[src/rtl/bsa_pkg.sv]
// Shared types and constants for the bit-serial adder.
// Holds the FSM state encoding, the legal WIDTH range and the counter-width helper.
package bsa_pkg;

    localparam int WIDTH_MIN = 1;
    localparam int WIDTH_MAX = 32;

    typedef enum logic [1:0] {
        IDLE = 2'd0,
        RUN  = 2'd1,
        DONE = 2'd2
    } state_e;

    // The counter must be able to hold WIDTH itself, not just WIDTH-1.
    function automatic int cnt_w(input int width);
        return $clog2(width + 1);
    endfunction

endpackage

[src/rtl/full_adder_slice.sv]
// Pure combinational 1-bit full adder.
// This is the single arithmetic leaf that bit_serial_adder time-multiplexes.
module full_adder_slice (
    input  logic a,
    input  logic b,
    input  logic ci,
    output logic s,
    output logic co
);

    assign s  = a ^ b ^ ci;
    assign co = (a & b) | (a & ci) | (b & ci);

endmodule

[src/rtl/bit_serial_adder.sv]
// Bit-serial WIDTH-bit adder: one full-adder slice, one bit per clock, LSB first,
// with valid/ready on both sides. Define BSA_SUBTRACT_EN to add the 'sub' port (a - b).
module bit_serial_adder
    import bsa_pkg::*;
#(
    parameter int WIDTH = 8
) (
    input  logic             clk,
    input  logic             rst,
    input  logic             in_valid,
    output logic             in_ready,
    input  logic [WIDTH-1:0] a,
    input  logic [WIDTH-1:0] b,
    input  logic             cin,
`ifdef BSA_SUBTRACT_EN
    input  logic             sub,
`endif
    output logic             out_valid,
    input  logic             out_ready,
    output logic [WIDTH-1:0] sum,
    output logic             cout,
    output logic             ovf,
    output logic             busy
);

    localparam int               CNT_W    = cnt_w(WIDTH);
    localparam logic [CNT_W-1:0] LAST_BIT = CNT_W'(WIDTH - 1);

    generate
        if (WIDTH < WIDTH_MIN || WIDTH > WIDTH_MAX) begin : g_width_check
            $error("bit_serial_adder: WIDTH out of range");
        end
    endgenerate

    state_e             state;
    state_e             state_next;
    logic [WIDTH-1:0]   a_sh;
    logic [WIDTH-1:0]   b_sh;
    logic [WIDTH-1:0]   sum_sh;
    logic [WIDTH-1:0]   sum_next;
    logic [WIDTH-1:0]   b_load;
    logic               carry;
    logic               carry_load;
    logic [CNT_W-1:0]   cnt;
    logic               cout_q;
    logic               ovf_q;
    logic               slice_s;
    logic               slice_co;
    logic               accept;
    logic               last_bit;

    // Subtraction is a + ~b + 1: invert B on load and force the initial carry.
`ifdef BSA_SUBTRACT_EN
    assign b_load     = sub ? ~b : b;
    assign carry_load = sub | cin;
`else
    assign b_load     = b;
    assign carry_load = cin;
`endif

    assign accept   = in_valid && in_ready;
    assign last_bit = (cnt == LAST_BIT);

    full_adder_slice u_slice (
        .a  (a_sh[0]),
        .b  (b_sh[0]),
        .ci (carry),
        .s  (slice_s),
        .co (slice_co)
    );

    // NOTE: every variable written in always_comb gets a default first so no latch is inferred.
    always_comb begin
        sum_next            = sum_sh >> 1;
        sum_next[WIDTH-1]   = slice_s;
    end

    // NOTE: sequential state uses non-blocking assignments so every flop samples pre-edge values.
    always_ff @(posedge clk) begin
        if (rst) begin
            state <= IDLE;
        end else begin
            state <= state_next;
        end
    end

    always_comb begin
        state_next = state;
        case (state)
            IDLE:    if (in_valid) state_next = RUN;
            RUN:     if (last_bit) state_next = DONE;
            DONE:    if (out_ready) state_next = IDLE;
            default: state_next = IDLE;
        endcase
    end

    always_comb begin
        in_ready  = (state == IDLE) && !rst;
        out_valid = (state == DONE);
        busy      = (state == RUN) || (state == DONE);
    end

    always_ff @(posedge clk) begin
        if (rst) begin
            a_sh   <= '0;
            b_sh   <= '0;
            sum_sh <= '0;
            carry  <= 1'b0;
            cnt    <= '0;
            cout_q <= 1'b0;
            ovf_q  <= 1'b0;
        end else begin
            case (state)
                IDLE: begin
                    if (accept) begin
                        a_sh  <= a;
                        b_sh  <= b_load;
                        carry <= carry_load;
                        cnt   <= '0;
                    end
                end
                RUN: begin
                    a_sh   <= a_sh >> 1;
                    b_sh   <= b_sh >> 1;
                    sum_sh <= sum_next;
                    carry  <= slice_co;
                    cnt    <= cnt + CNT_W'(1);
                    // On the MSB, 'carry' is the carry into the MSB.
                    if (last_bit) begin
                        cout_q <= slice_co;
                        ovf_q  <= carry ^ slice_co;
                    end
                end
                default: ;
            endcase
        end
    end

    assign sum  = sum_sh;
    assign cout = cout_q;
    assign ovf  = ovf_q;

endmodule

[config.mk]
export PLATFORM = sky130hd
export DESIGN_NAME = bit_serial_adder
export DESIGN_NICKNAME = d
export VERILOG_FILES = /design/src/rtl/bsa_pkg.sv /design/src/rtl/full_adder_slice.sv /design/src/rtl/bit_serial_adder.sv
export SDC_FILE = /design/constraint.sdc
export NUM_CORES = 1
export LEC_CHECK = 0
export CORE_MARGIN = 2
export CORE_UTILIZATION = 45
export DETAILED_ROUTE_END_ITERATION = 6
export PLACE_DENSITY = 0.79
export SYNTH_ARGS = -nofsm -noshare
export SYNTH_HDL_FRONTEND = slang
export SYNTH_SLANG_ARGS = --single-unit
[constraint.sdc]
create_clock -name clk -period 1.49 [get_ports clk]
set_clock_uncertainty 0.05 [all_clocks]
set_input_delay 0.298 -clock clk [delete_from_list [all_inputs] [get_ports clk]]
set_output_delay 0.298 -clock clk [all_outputs]
set_load 0.01 [all_outputs]
==> impl_metrics.ini, run 1 <==
[status]
status = complete, but fails checks
violations = negative setup slack

[synthesis]
synth_cells = 165
syn_nets = 192
synth-seq-cells = 33
yosysSeqAreaShare_pct = 40.1
synth.distinct_cells = 32
netlist_area_um2 = 1650
post_synth.cell_area_avg_um2 = 9.98
synth_warnings = 0

[clock_network]
cts.root.buffer_cell = clkbuf_4
clock-sinks = 33
clkTransAtPathRegs_ns = 0.09
cts_tree = yes
cts-buffers-inserted = 5
cts_hold_buf = 0
clock_path_buffers = 2
cts_max_level = 2
clock_latency_ns = 0.33

[setup_path]
critPathLaunchType = flip-flop
cp_slowest_stage_delay_ns = 0.35
slowest_stage = dfxtp_2
path_class = flip-flop to primary output
endpoint_kind = primary output
crit_arrival_ns = 1.20
crit_path_max_fanout = 3
cp.required_ns = 1.14
cp_cell_sequence = inv_4, ha_4, nor2b_1, buf_2

[floorplanning]
die_w_um = 64.5
initial_core_util_pct = 48.2
die_y_um = 64.5
row_count = 21
core_um2 = 3420
io_pins = 34
die_area_um2 = 4160

[cells_and_area]
syn2layout_area_growth_pct = 39.2
drive_gt1_share_pct = 30.3
post-route-util_pct = 67.1
diodes = 0
layout_commonest_cell = dfxtp_1
layout_common_cells = dfxtp_1 (31), nor2_1 (27), mux2i_1 (23), clkdlybuf4s50_1 (20), buf_4 (19)
nNetsFinal = 244

[sta]
setup_viol = 18
timing.fmax_ghz = 0.646
final_hold_viol_count = 0
finalSetupTns_ns = -0.731
post-route-min-period_ns = 1.55
maxSlewHeadroom_pct = 82.8
hold_slack_ns = 0.429
final-max-slew-violation-count = 0
rsz0062_at_grt = true
fin_crit_sh_pct = 104
worst_pin_slew_ns = 0.259
setup_slack_ns = -0.0588

[detailed_routing]
drcViolationCount = 0
dr.pass1.iters = 4
vias = 1363
wire_per_inst_um = 14.3
ant_nets = 0
vias_per_cell = 5.16
drt_first_iter_violations = 60
routed_wirelength_um = 3770

[placement]
io_buffers = 33
place_ws_ns = -0.245
dp_hpwl_um = 2390
routabilityCongestion = 0.818

[global_route]
grt_pass1_vias = 1369
grt_use_total_pct = 18.8
grt_max_degree = 23
globalRouteOverflowTotal = 0
antenna_found_initial = 0
grt_pass1_wl_um = 6060

[pwr]
p_leak_nw = 0.911
powerDensity_nw_per_um2 = 993
vdd.ir_drop.worst_mv = 0.606

[run]
maxCapViolCount = 0

[min_path]
hold_class = flip-flop to flip-flop
==> cell type report <==
cell class	count	area (µm²)
Clock inverter	1	7.51
Timing Repair Buffer	58	554
Clock buffer	7	45.0
Fill cell	294	1120
Tap cell	46	57.6
Sequential cell	33	663
Multi-Input combinational cell	115	945
Inverter	4	20.0
==> cells in the mapped netlist, drive strengths merged <==
library cell / number / area (µm²)
buf: 11 / 83.8
a21oi: 12 / 63.8
o221ai: 1 / 8.76
nand3: 5 / 25.0
ha: 5 / 62.6
inv: 4 / 15.0
mux2i: 24 / 240
nor3: 3 / 15.0
xor2: 1 / 8.76
nand2b: 2 / 12.5
a221oi: 1 / 15.0
and2: 1 / 6.26
nand2: 5 / 18.8
nor3b: 1 / 7.51
nor2b: 3 / 26.3
dfxtp: 33 / 661
clkbuf: 2 / 7.51
nand3b: 1 / 7.51
a211oi: 16 / 190
o21ai: 2 / 10.0
o22ai: 1 / 20.0
o21bai: 1 / 7.51
fa: 1 / 20.0
nor2: 28 / 105
and3b: 1 / 8.76
==> worst max-delay path: cells and delay by family, from the launching register on <==
kind	cells	cell delay, ns
DFF	1	0.35
adders and majority gates	1	0.14
buffers and inverters	2	0.24
and+or+nand+nor	1	0.15
==> cells by family (layout without fill, tap and decap cells) <==
| logic type | count (synthesis) | after routing | synth area share [%] |
|---|---|---|---|
| muxes | 24 | 24 | 14.6 |
| and+or+nand+nor | 50 | 50 | 14.1 |
| AOI/OAI and AO/OA | 34 | 34 | 19.1 |
| xor gates and xnor gates | 1 | 1 | 0.532 |
| buffers and inverters | 17 | 70 | 6.46 |
| DFF | 33 | 33 | 40.1 |
| adders and majority gates | 6 | 6 | 5.02 |
==> metrics by stage <==
step	std cells	total power, mW	instance area [µm²]
floorplan	165	1.50	1660
global placement	247	1.65	2090
detailed placement	247	1.68	2090
CTS	257	2.20	2170
global route	264	2.42	2290
finish	264	2.28	2290
==> per-layer routing <==
layer  vias up  wire [µm]  global-route usage, %
li1        679          -                      -
met1       653       1620                   20.4
met2        27       1940                   33.5
met3         4        174                   6.77
met4         0         34                   7.18
met5         -          0                      0
==> worst paths after layout <==
kind	start	endpoint	slack [ns]	cells after the start
worst min register to register	cout$_SDFFE_PP0P_	cout$_SDFFE_PP0P_	0.43	2
worst max-delay path	state[1]$_SDFFE_PP0P_	in_ready	-0.06	4
worst min-delay path	cout$_SDFFE_PP0P_	cout$_SDFFE_PP0P_	0.43	2
worst max register to register	state[1]$_SDFFE_PP0P_	carry$_SDFFE_PP0P_	-0.06	8
==> what timing repair did <==
action / CTS / global route
endpoints found under the setup margin: 33 / 24
gates resized for setup: 28 / 17
pin swaps: 1 / 7
cloned: 1 / 1
endpoints found under the hold margin: 0 / 0
buffers inserted: 1 / 7
==> power by group <==
| group | switching (mW) | internal (mW) | total, mW |
|---|---|---|---|
| clock network | 0.289 | 0.186 | 0.475 |
| registers | 0.0491 | 0.959 | 1.01 |
| logic | 0.376 | 0.416 | 0.792 |
==> registers in the layout (all words and copies together) (netlist names) <==
register / flops
a_sh: 8
b_sh: 8
carry: 1
cnt: 4
cout: 1
ovf: 1
state: 2
sum: 8
Power figures use the tool's default switching activity.
==> run 2: changes to the inputs <==
Settings changed: CORE_MARGIN 2 to not set.
==> impl_metrics.ini, run 2 (synthesis gave the netlist of run 1 again) <==
[status]
violations = negative setup slack
status = complete, but fails checks

[global_route]
grt_use_total_pct = 21.4
grt_pass1_vias = 1445
grt_max_degree = 25
antenna_found_initial = 0
grt_pass1_wl_um = 6590
globalRouteOverflowTotal = 0

[cells_and_area]
syn2layout_area_growth_pct = 43.8
fillers = 271
diodes = 0
drive_gt1_share_pct = 33.8
nNetsFinal = 248
layout_commonest_cell = dfxtp_1
post-route-util_pct = 69.3
layout_common_cells = dfxtp_1 (31), nor2_1 (24), mux2i_1 (24), buf_4 (21), clkdlybuf4s50_1 (20)

[pwr]
powerDensity_nw_per_um2 = 1070
comb_power_share_pct = 32.0
p_leak_nw = 0.953
power_frac_clock_pct = 27.7
switchingPower_mw = 0.751
intPower_mw = 1.78
p_sw_share_pct = 29.7
seqPwrFrac_pct = 40.3
vdd.ir_drop.worst_mv = 0.477
total_power_mw = 2.53

[placement]
dp_hpwl_um = 2520
io_buffers = 33
routabilityCongestion = 0.750

[detailed_routing]
ant_nets = 0
vias_per_cell = 5.25
wire_per_inst_um = 15.0
dr.pass1.iters = 4
drcViolationCount = 0
drt_first_iter_violations = 33
routed_wirelength_um = 4010
vias = 1407

[floorplanning]
die_y_um = 62.5
io_pins = 34
die_area_um2 = 3910
core_um2 = 3420
die_w_um = 62.5
row_count = 21
initial_core_util_pct = 48.2

[run]
maxCapViolCount = 0

[sta]
final-max-slew-violation-count = 0
worst_pin_slew_ns = 0.308
fin_crit_sh_pct = 107
post-route-min-period_ns = 1.60
timing.fmax_ghz = 0.625
rsz0062_at_grt = true
maxSlewHeadroom_pct = 79.5
final_hold_viol_count = 0
setup_viol = 14
setup_slack_ns = -0.110

[setup_path]
critPathLaunchType = flip-flop
cp_slowest_stage_delay_ns = 0.37
endpoint_kind = flip-flop
slowest_stage = dfxtp_2
cp.required_ns = 1.70
rrSetupSlack_ns = -0.11
crit_arrival_ns = 1.81
cp_cell_sequence = buf_6, ha_4, inv_4, o22ai_4, buf_6, nand3_1, a21oi_2
path_class = flip-flop to flip-flop
crit_path_max_fanout = 5
cpMostUsedCell = buf_6

[clock_network]
clkTransAtPathRegs_ns = 0.10
cts.root.buffer_cell = clkbuf_4
cts-buffers-inserted = 5
clock_path_buffers = 2
clock_latency_ns = 0.34
cts_tree = yes
clock-sinks = 33
cts_max_level = 2

[min_path]
hold_class = flip-flop to flip-flop
-- run 2: layer usage --
metal	up-vias	part of all wire (%)	track usage, %
met5	-	0	0
met4	0	1.9	8.72
met3	10	4.4	5.66
met2	36	54	38.9
met1	669	40	23.2
li1	692	-	-
-- run 2: area by class of cell --
cell class	instances	area, µm²	share of cell area (%)
inverters	4	22.5	0.951
well taps	46	57.6	2.43
flip-flops and latches	33	663	28.0
clock buffers	7	55.1	2.33
multi-input cells	115	976	41.2
clock inverters	1	30.0	1.27
repair buffers	62	563	23.8
-- run 2: metrics by stage --
stage                     hold slack, ns  std cells  instance area [µm²]  setup TNS, ns  setup slack (ns)
after floorplan                    0.412        165                 1660              0           0.00795
after global placement             0.407        249                 2110          -4.62            -0.252
after detailed placement           0.427        249                 2110          -6.30            -0.314
after CTS                          0.441        266                 2330         -0.163           -0.0491
after global routing               0.466        268                 2370          -1.89            -0.163
final                              0.443        268                 2370         -0.593            -0.110
-- run 2: path summary, 6_finish.rpt --
path                         startpoint             endpoint  cells past startpoint
setup reg to reg  state[0]$_SDFFE_PP0P_  cnt[1]$_SDFFE_PP0P_                      7
hold reg to reg       cout$_SDFFE_PP0P_    cout$_SDFFE_PP0P_                      2
setup / recovery  state[0]$_SDFFE_PP0P_  cnt[1]$_SDFFE_PP0P_                      7
hold / removal        cout$_SDFFE_PP0P_    cout$_SDFFE_PP0P_                      2
-- run 2: worst max-delay path: cells and delay by family, from the launching register on --
family / cells / cell delay (ns)
adders and majority gates: 1 / 0.17
buffers and inverters: 3 / 0.33
AOI/OAI and AO/OA: 2 / 0.47
DFF: 1 / 0.37
and+or+nand+nor: 1 / 0.12
-- run 2: power by group through the flow --
stage / Clock (mW) / Sequential [mW] / Combinational [mW]
detailed placement: 0 / 1.03 / 0.670
CTS: 0.715 / 1.01 / 0.794
floorplan: 0 / 1.02 / 0.484
finish: 0.700 / 1.02 / 0.808
global route: 0.750 / 1.03 / 0.870
global placement: 0 / 1.02 / 0.644
-- run 2: repair_timing --
action | in CTS | in global routing
buffers inserted | 7 | 4
pin swaps | 11 | 7
resized for setup | 36 | 20
setup endpoints to repair | 32 | 24
hold endpoints to repair | 0 | 0
gates cloned | 2 | 1
hold buffers | 0 | 0
